===== config.mk =====
export PLATFORM = sky130hd
export DESIGN_NAME = iter_mul
export DESIGN_NICKNAME = d
export VERILOG_FILES = /design/src/rtl/iter_mul_pkg.sv /design/src/rtl/iter_mul_step.sv /design/src/rtl/iter_mul.sv
export SDC_FILE = /design/constraint.sdc
export NUM_CORES = 1
export LEC_CHECK = 0
export ABC_AREA = 1
export BUFFER_PORTS_ARGS = -buffer_cell sky130_fd_sc_hd__buf_2
export CAP_MARGIN = 0
export CORE_UTILIZATION = 45
export CTS_CLUSTER_SIZE = 28
export DETAILED_ROUTE_END_ITERATION = 7
export PLACE_DENSITY = 0.71
export SYNTH_ARGS = -nofsm -noshare
export SYNTH_HDL_FRONTEND = slang
export SYNTH_SLANG_ARGS = --single-unit

===== constraint.sdc =====
create_clock -name clk -period 13.1 [get_ports clk]
set_input_delay 2.62 -clock clk [delete_from_list [all_inputs] [get_ports clk]]
set_output_delay 2.62 -clock clk [all_outputs]
set_load 0.02 [all_outputs]

===== src/rtl/iter_mul_pkg.sv =====
// iter_mul_pkg: shared FSM state encoding and default geometry for iter_mul.
// Revision: 1.0
`default_nettype none

package iter_mul_pkg;

  localparam int DEF_WIDTH = 32;
  localparam int DEF_STEP  = 2;

  typedef enum logic [1:0] {
    IDLE = 2'd0,
    BUSY = 2'd1,
    DONE = 2'd2
  } state_t;

endpackage

`default_nettype wire


===== src/rtl/iter_mul_step.sv =====
// iter_mul_step: combinational WIDTH x STEP partial product (multiplicand times a STEP-bit digit).
// Revision: 1.0
`default_nettype none

module iter_mul_step #(
  parameter int WIDTH = 32,
  parameter int STEP  = 2
) (
  input  logic [WIDTH-1:0]      mcand,
  input  logic [STEP-1:0]       bits,
  output logic [WIDTH+STEP-1:0] pp
);

  always_comb begin
    pp = '0;
    for (int i = 0; i < STEP; i++) begin
      if (bits[i]) begin
        pp = pp + ({{STEP{1'b0}}, mcand} << i);
      end
    end
  end

endmodule

`default_nettype wire


===== src/rtl/iter_mul.sv =====
// iter_mul: iterative STEP-bits-per-cycle multiplier returning either half of the 2*WIDTH product.
// Revision: 1.0 -- signed operands compiled in only when ITER_MUL_SIGNED_EN is defined.
`default_nettype none

module iter_mul
  import iter_mul_pkg::*;
#(
  parameter int WIDTH = DEF_WIDTH,
  parameter int STEP  = DEF_STEP
) (
  input  logic             clk,
  input  logic             rst,
  input  logic             req,
  input  logic [WIDTH-1:0] p0,
  input  logic [WIDTH-1:0] p1,
  input  logic             sgn,
  input  logic             hi,
  output logic             busy,
  output logic             ack,
  output logic [WIDTH-1:0] out
);

  localparam int ITERS = WIDTH / STEP;
  localparam int CW    = $clog2(ITERS + 1);
  localparam int PW    = $clog2(2 * WIDTH);

  state_t               state, state_nx;
  logic [WIDTH-1:0]     mcand, mplier;
  logic [2*WIDTH-1:0]   acc, pp_ext, prod;
  logic [CW-1:0]        cnt;
  logic                 hi_q;
  logic [WIDTH-1:0]     a_mag, b_mag;
  logic [WIDTH+STEP-1:0] pp;
  logic [PW-1:0]        pos;
  logic                 accept;

  assign accept = (state == IDLE) && req;

`ifdef ITER_MUL_SIGNED_EN
  // Magnitudes are formed before iterating; -2^(WIDTH-1) maps to itself as an unsigned value.
  logic neg_q;
  assign a_mag = (sgn && p0[WIDTH-1]) ? -p0 : p0;
  assign b_mag = (sgn && p1[WIDTH-1]) ? -p1 : p1;
  assign prod  = neg_q ? -acc : acc;

  always_ff @(posedge clk) begin
    if (rst) begin
      neg_q <= 1'b0;
    end else if (accept) begin
      neg_q <= sgn & (p0[WIDTH-1] ^ p1[WIDTH-1]);
    end
  end
`else
  logic unused_sgn;
  assign unused_sgn = sgn;
  assign a_mag      = p0;
  assign b_mag      = p1;
  assign prod       = acc;
`endif

  iter_mul_step #(.WIDTH(WIDTH), .STEP(STEP)) u_step (
    .mcand (mcand),
    .bits  (mplier[STEP-1:0]),
    .pp    (pp)
  );

  assign pos    = PW'((ITERS - int'(cnt)) * STEP);
  assign pp_ext = {{(WIDTH-STEP){1'b0}}, pp} << pos;

  always_ff @(posedge clk) begin
    if (rst) begin
      state <= IDLE;
    end else begin
      state <= state_nx;
    end
  end

  always_comb begin
    state_nx = state;
    case (state)
      IDLE:    if (req) state_nx = BUSY;
      BUSY:    if (cnt == '0) state_nx = DONE;
      DONE:    state_nx = IDLE;
      default: state_nx = IDLE;
    endcase
  end

  // The cycle after the last digit resolves sign and half-select into out.
  always_ff @(posedge clk) begin
    if (rst) begin
      mcand  <= '0;
      mplier <= '0;
      acc    <= '0;
      cnt    <= '0;
      hi_q   <= 1'b0;
      out    <= '0;
    end else if (accept) begin
      mcand  <= a_mag;
      mplier <= b_mag;
      acc    <= '0;
      cnt    <= CW'(ITERS);
      hi_q   <= hi;
    end else if (state == BUSY) begin
      if (cnt != '0) begin
        acc    <= acc + pp_ext;
        mplier <= mplier >> STEP;
        cnt    <= cnt - CW'(1);
      end else begin
        out <= hi_q ? prod[2*WIDTH-1:WIDTH] : prod[WIDTH-1:0];
      end
    end
  end

  assign busy = (state == BUSY) || (state == DONE);
  assign ack  = (state == DONE);

endmodule

`default_nettype wire


==> results of run 1 <==
==> final cells by class <==
type,instances,area share
Tap cell,455,0.0335
Multi-Input combinational cell,1976,0.617
Sequential cell,168,0.198
Clock inverter,14,0.00898
Clock buffer,18,0.0258
Inverter,353,0.0779
Timing Repair Buffer,121,0.0386
==> worst reg2reg max path, delay by kind of cell, from the launching register on <==
kind	cells	cell delay, ns
compound gates	7	1.94
flops	1	0.33
xor+xnor	1	0.14
buf+inv	3	0.71
fa+ha+maj	3	0.77
simple gates	23	2.95
==> Yosys cell counts, types with 3 or more instances <==
library cell,instances,share of area
nand3_2,27,0.017
a21o_1,9,0.0043
dfxtp_1,168,0.21
and3_1,3,0.0012
o21ai_0,229,0.073
o211ai_2,6,0.0048
buf_1,10,0.0024
clkbuf_1,80,0.019
nand4_1,13,0.0052
inv_2,9,0.0022
xor2_1,41,0.023
o211ai_1,22,0.011
o21ai_1,36,0.011
and2_1,4,0.0016
inv_1,336,0.080
nor2_1,286,0.068
a211oi_1,18,0.0086
or2_2,6,0.0024
o21ai_2,7,0.0039
buf_2,21,0.0067
o21a_1,5,0.0024
clkinv_1,8,0.0019
nor3_1,23,0.0073
nand2_2,34,0.014
or2_1,5,0.0020
nor4_1,8,0.0032
a21oi_2,4,0.0022
buf_6,4,0.0029
o221ai_1,19,0.011
nor2_2,12,0.0048
nand2_1,531,0.13
nand3_1,194,0.062
mux2i_1,4,0.0026
a31oi_1,55,0.022
xnor2_1,23,0.013
o21bai_1,6,0.0029
ha_1,80,0.064
a21oi_1,246,0.078
==> worst max path at each step <==
stage,from,to,slack (ns)
detailed placement,cnt[0]$_SDFFE_PP0P_,acc[56]$_SDFFE_PP0P_,6.29
global route,mplier[0]$_SDFFE_PP0P_,acc[55]$_SDFFE_PP0P_,5.52
floorplan,cnt[0]$_SDFFE_PP0P_,acc[56]$_SDFFE_PP0P_,8.07
CTS,cnt[0]$_SDFFE_PP0P_,acc[56]$_SDFFE_PP0P_,6.26
global placement,mplier[0]$_SDFFE_PP0P_,acc[55]$_SDFFE_PP0P_,6.44
finish,mplier[0]$_SDFFE_PP0P_,acc[55]$_SDFFE_PP0P_,6.15
==> power by group <==
part           internal, µW  switching (µW)  total [µW]  leakage, µW
clock network           261             270         531     0.000289
registers               682             133         815      0.00138
logic                  1020            2460        3490      0.00686
==> flip-flops by register name, summed over array words and instances (netlist names) <==
signal	count
acc	64
mcand	32
mplier	32
out	32
cnt	5
state	2
hi_q	1
==> metrics by stage <==
step                      instances  utilization  area [µm²]  hold WS, ns
after floorplan                2614            -       15700        0.430
final                          3105        0.493       17000        0.463
after global routing           3105        0.493       17000        0.486
after global placement         3073        0.476       16400        0.447
after CTS                      3105        0.493       17000        0.468
after detailed placement       3073        0.476       16400        0.454
==> logic make-up (layout without fill, tap and decap cells) <==
family / count (synthesis) / in the layout / synth area share
XOR/XNOR: 65 / 65 / 0.0368
AO/OA/AOI/OAI: 672 / 672 / 0.241
AND/OR/NAND/NOR: 1153 / 1153 / 0.321
adder cells (fa/ha/maj): 82 / 82 / 0.0664
buffers and inverters: 470 / 506 / 0.118
multiplexers: 4 / 4 / 0.00255
flip-flops: 168 / 168 / 0.214
==> routing by layer <==
layer	GRT usage	up-vias
li1	-	8720
met1	0.444	8071
met2	0.518	486
met3	0.0326	52
met4	0.0735	0
met5	0	-
==> results.cfg, run 1 <==
[worst_hold_path]
type_of_the_tightest_min_delay_check = flip-flop to flip-flop
timing.hold.worst_path_depth = 2
min-delay-start = mplier[31]$_SDFFE_PP0P_
min_delay_worst_endpoint = mplier[31]$_SDFFE_PP0P_

[clock_tree]
numCtsBuffers = 17
count_of_clock_tree_sinks = 168
htree_depth = 4
post_cts_setup_buffers = 0
tritoncts = done
post_cts_resized = 0
cts-root-to-sink-buffers = 2
insertion_delay_ns = 0.48
clkTransAtPathRegs_ns = 0.08
ctsRootBufferMaster = clkbuf_16
cts.hold.buffers_added = 0

[global_routing]
grt_pass1_vias = 16000
number_of_antenna_violations_at_the_first_check_in_global_routing = 0
globalRoute.totalOverflow = 0
globalRouteTotalUtil = 0.317
pin_count_of_the_biggest_net_entering_global_routing = 100
grt_pass1_wl_um = 88300

[routing]
vias = 17300
m1WireLength_um = 27200
remaining_drc_errors = 0
drt_iter0_markers = 1453
routedWlPerCell_um = 18.1
detail_route.vias_per_cell = 5.58
dr_wl_met2_um = 25500
ant_nets = 0
wirelength_um = 56300
highest_layer_used_for_signal_routing = met4
met3_wire_length_um = 2790
firstDrtPassIters = 8

[critical_path]
critPathLaunchType = flip-flop
arrival_ns = 7.30
cp.buffers_inverters = 3
critical-path-top-cell-by-count = nand2_1
worstReg2RegEnd = acc[55]$_SDFFE_PP0P_
reg2reg_slack_ns = 6.15
critical_path.reg2reg.startpoint = mplier[0]$_SDFFE_PP0P_
critPathCaptureType = flip-flop
worstSetupPathDepth = 37
critical-path-slowest-cell = o21ai_0
r2r_cells = 37
timing.setup.critical_path_class = flip-flop to flip-flop
critical-path-max-stage-delay_ns = 0.66
critical_path.max_fanout = 63
required_ns = 13.46
worst_path_dominant_cell_family = simple AND/OR/NAND/NOR gates

[yosys]
seq_area_frac_synth = 0.214
synthFlopType = dfxtp_1
ys.warnings.count = 0
synth_cell_type_count = 54
async_flop_share = 0
net_count_after_synthesis = 2765
synth.ff_latch_count = 168
synth_enable_flop_cells = 0
mappedNetlistArea_um2 = 15700
syn_inst = 2614
avgSynthCellArea_um2 = 6.00

[power]
finalPower_uw = 4830
vdd_drop_max_mv = 0.173
p_leak_uw = 0.00853
p_per_area_nw_per_um2 = 284

[timing]
finClkSkew_ns = 0.0230
min_period_ns = 6.95
final_hold_viol_count = 0
setup_total_negative_slack_ns = 0
timing_max_transition_violations_final = 0
worstMarginPinSlew_ns = 1.05
max_clock_freq_mhz = 144
min_period_over_period = 0.530
count_of_endpoints_failing_setup_in_the_final_report = 0
setup_ws_ns = 6.15
slew_headroom = 0.299
rsz0062_at_grt = false

[cells_and_area]
final_nets = 2788
drive_above_1_share = 0.104
antenna_cells_inserted = 0
layout.cells.most_common = nand2_1
mostFrequentLayoutCells = 530 x nand2_1, 335 x inv_1, 285 x nor2_1, 246 x a21oi_1, 229 x o21ai_0
multiInputGateArea_um2 = 10500
ff_latch_area_um2 = 3370
synthToLayoutAreaGrowth_pct = 8.35
fillers = 3741

[placed_design]
gp_weighted_congestion = 0.991
numPortBuffers = 101
place_ws_ns = 6.29
place.detailed.hpwl_um = 44300

[floorplanning]
initial_standard_cell_utilization_of_the_core = 0.455
ios = 103
die-width_um = 189
dieArea_um2 = 35600
placeableCoreArea_um2 = 34500
num_rows = 68
die-height_um = 189

[status]
run_status = finished clean

[flow_run]
timing.max_cap.violations = 0
Note: power is estimated with default switching activity, not from simulation.
==> inputs of run 2 (changes only) <==
Settings changed: PLACE_DENSITY 0.71 to 0.74.
Clock period 13.1 ns to 5.6 ns, I/O delays scaled along.
==> run 2 against run 1 <==
Via count is 5.3% higher. Final area is 11% higher. Routed wire length is 2.5% higher. Clock skew is 0.0016 ns lower. Power grew to 2.7 times the previous value. Core utilization is 5.4 points higher. Critical path depth is 3 higher. Highest routed layer unchanged.
==> results.cfg, run 2 (synthesis results as in run 1) <==
[status]
run_status = finished clean

[global_routing]
number_of_antenna_violations_at_the_first_check_in_global_routing = 0
grt_pass1_wl_um = 90000
pin_count_of_the_biggest_net_entering_global_routing = 100
grt_pass1_vias = 16700
globalRouteTotalUtil = 0.322
globalRoute.totalOverflow = 0

[clock_tree]
insertion_delay_ns = 0.47
count_of_clock_tree_sinks = 168
clkTransAtPathRegs_ns = 0.07
numCtsBuffers = 17
htree_depth = 4
ctsRootBufferMaster = clkbuf_16
tritoncts = done
cts-root-to-sink-buffers = 2

[timing]
worstMarginPinSlew_ns = 0.932
rsz0062_at_grt = true
min_period_over_period = 0.956
worst_hold_slack_ns = 0.462
count_of_endpoints_failing_setup_in_the_final_report = 0
max_clock_freq_mhz = 187
min_period_ns = 5.35
timing_max_transition_violations_final = 0
slew_headroom = 0.378
finClkSkew_ns = 0.0214
final_hold_viol_count = 0

[critical_path]
critical-path-top-cell-by-count = nand2_1
required_ns = 5.95
critPathCaptureType = flip-flop
timing.setup.critical_path_class = flip-flop to flip-flop
critPathLaunchType = flip-flop
arrival_ns = 5.70
r2r_cells = 40
critical_path.max_fanout = 27
critical-path-slowest-cell = dfxtp_2
critical-path-max-stage-delay_ns = 0.33

[routing]
detail_route.vias_per_cell = 5.60
drt_iter0_markers = 1627
wirelength_um = 57700
routedWlPerCell_um = 17.7
vias = 18200
firstDrtPassIters = 6
dr_wl_met2_um = 25800
m1WireLength_um = 26500
remaining_drc_errors = 0
highest_layer_used_for_signal_routing = met4
ant_nets = 0
met3_wire_length_um = 3850

[cells_and_area]
final_nets = 2940
most_flops_register = acc
fin_cells = 3256
layout.cells.most_common = nand2_1
mostFrequentLayoutCells = 515 x nand2_1, 335 x inv_1, 260 x nor2_1, 230 x a21oi_1, 208 x o21ai_0
fillers = 3523
multiInputGateArea_um2 = 11200
drive_above_1_share = 0.196
largest_register_ffs = 64
ff_latch_area_um2 = 3370
antenna_cells_inserted = 0
synthToLayoutAreaGrowth_pct = 20.1
postLayoutCellArea_um2 = 18800
finalCoreUtilization = 0.547

[floorplanning]
dieArea_um2 = 35600
die-height_um = 189
die-width_um = 189
num_rows = 68
initial_standard_cell_utilization_of_the_core = 0.455
placeableCoreArea_um2 = 34500
ios = 103

[power]
vdd_drop_max_mv = 0.408
p_leak_uw = 0.00939
finalPower_uw = 12800
p_per_area_nw_per_um2 = 680

[placed_design]
numPlacedInstances = 3220
gp_weighted_congestion = 1.01
numPortBuffers = 101
placement.cell_area_um2 = 17500
place.detailed.hpwl_um = 45100

[worst_hold_path]
timing.hold.worst_path_depth = 2
type_of_the_tightest_min_delay_check = flip-flop to flip-flop

[flow_run]
timing.max_cap.violations = 0
run 2: worst max-delay path, delay by kind of cell (launching register included):
kind	cells	cell delay, ns
xor+xnor	1	0.19
compound gates	8	1.25
simple gates	19	1.80
fa+ha+maj	2	0.56
flops	1	0.33
buf+inv	10	1.12
run 2: stage by stage:
stage / setup slack (ns) / TNS [ns]
finish: 0.246 / 0
global route: -0.127 / -0.466
CTS: 0.00256 / 0
detailed placement: 0.0474 / 0
global placement: 0.0524 / 0
floorplan: 0.574 / 0
run 2: per-layer routing:
layer  vias to the layer above  track usage
li1                       9021            -
met4                         0        0.102
met5                         -            0
met2                       635        0.510
met1                      8507        0.447
met3                        80       0.0440
run 2: final cells by class:
class,count,share of cell area
Timing Repair Buffer,273,0.0960
Clock buffer,19,0.0235
Inverter,353,0.0703
Clock inverter,12,0.00730
Multi-Input combinational cell,1976,0.594
Tap cell,455,0.0302
Sequential cell,168,0.179
run 2: where the power goes:
part / total, µW / switching (µW) / internal (µW)
logic: 9660 / 6280 / 3380
clock network: 1240 / 594 / 641
registers: 1920 / 324 / 1600
run 2: path summary, 6_finish.rpt:
kind / from / to / slack (ns)
min: mplier[31]$_SDFFE_PP0P_ / mplier[31]$_SDFFE_PP0P_ / 0.46
min reg2reg: mplier[31]$_SDFFE_PP0P_ / mplier[31]$_SDFFE_PP0P_ / 0.46
max reg2reg: mplier[0]$_SDFFE_PP0P_ / acc[38]$_SDFFE_PP0P_ / 0.25
max: mplier[0]$_SDFFE_PP0P_ / acc[38]$_SDFFE_PP0P_ / 0.25
run 2: repair_timing:
item,CTS,global route
buffers inserted,0,5
setup endpoints to repair,0,35
gates resized for setup,0,171
hold buffers,0,0
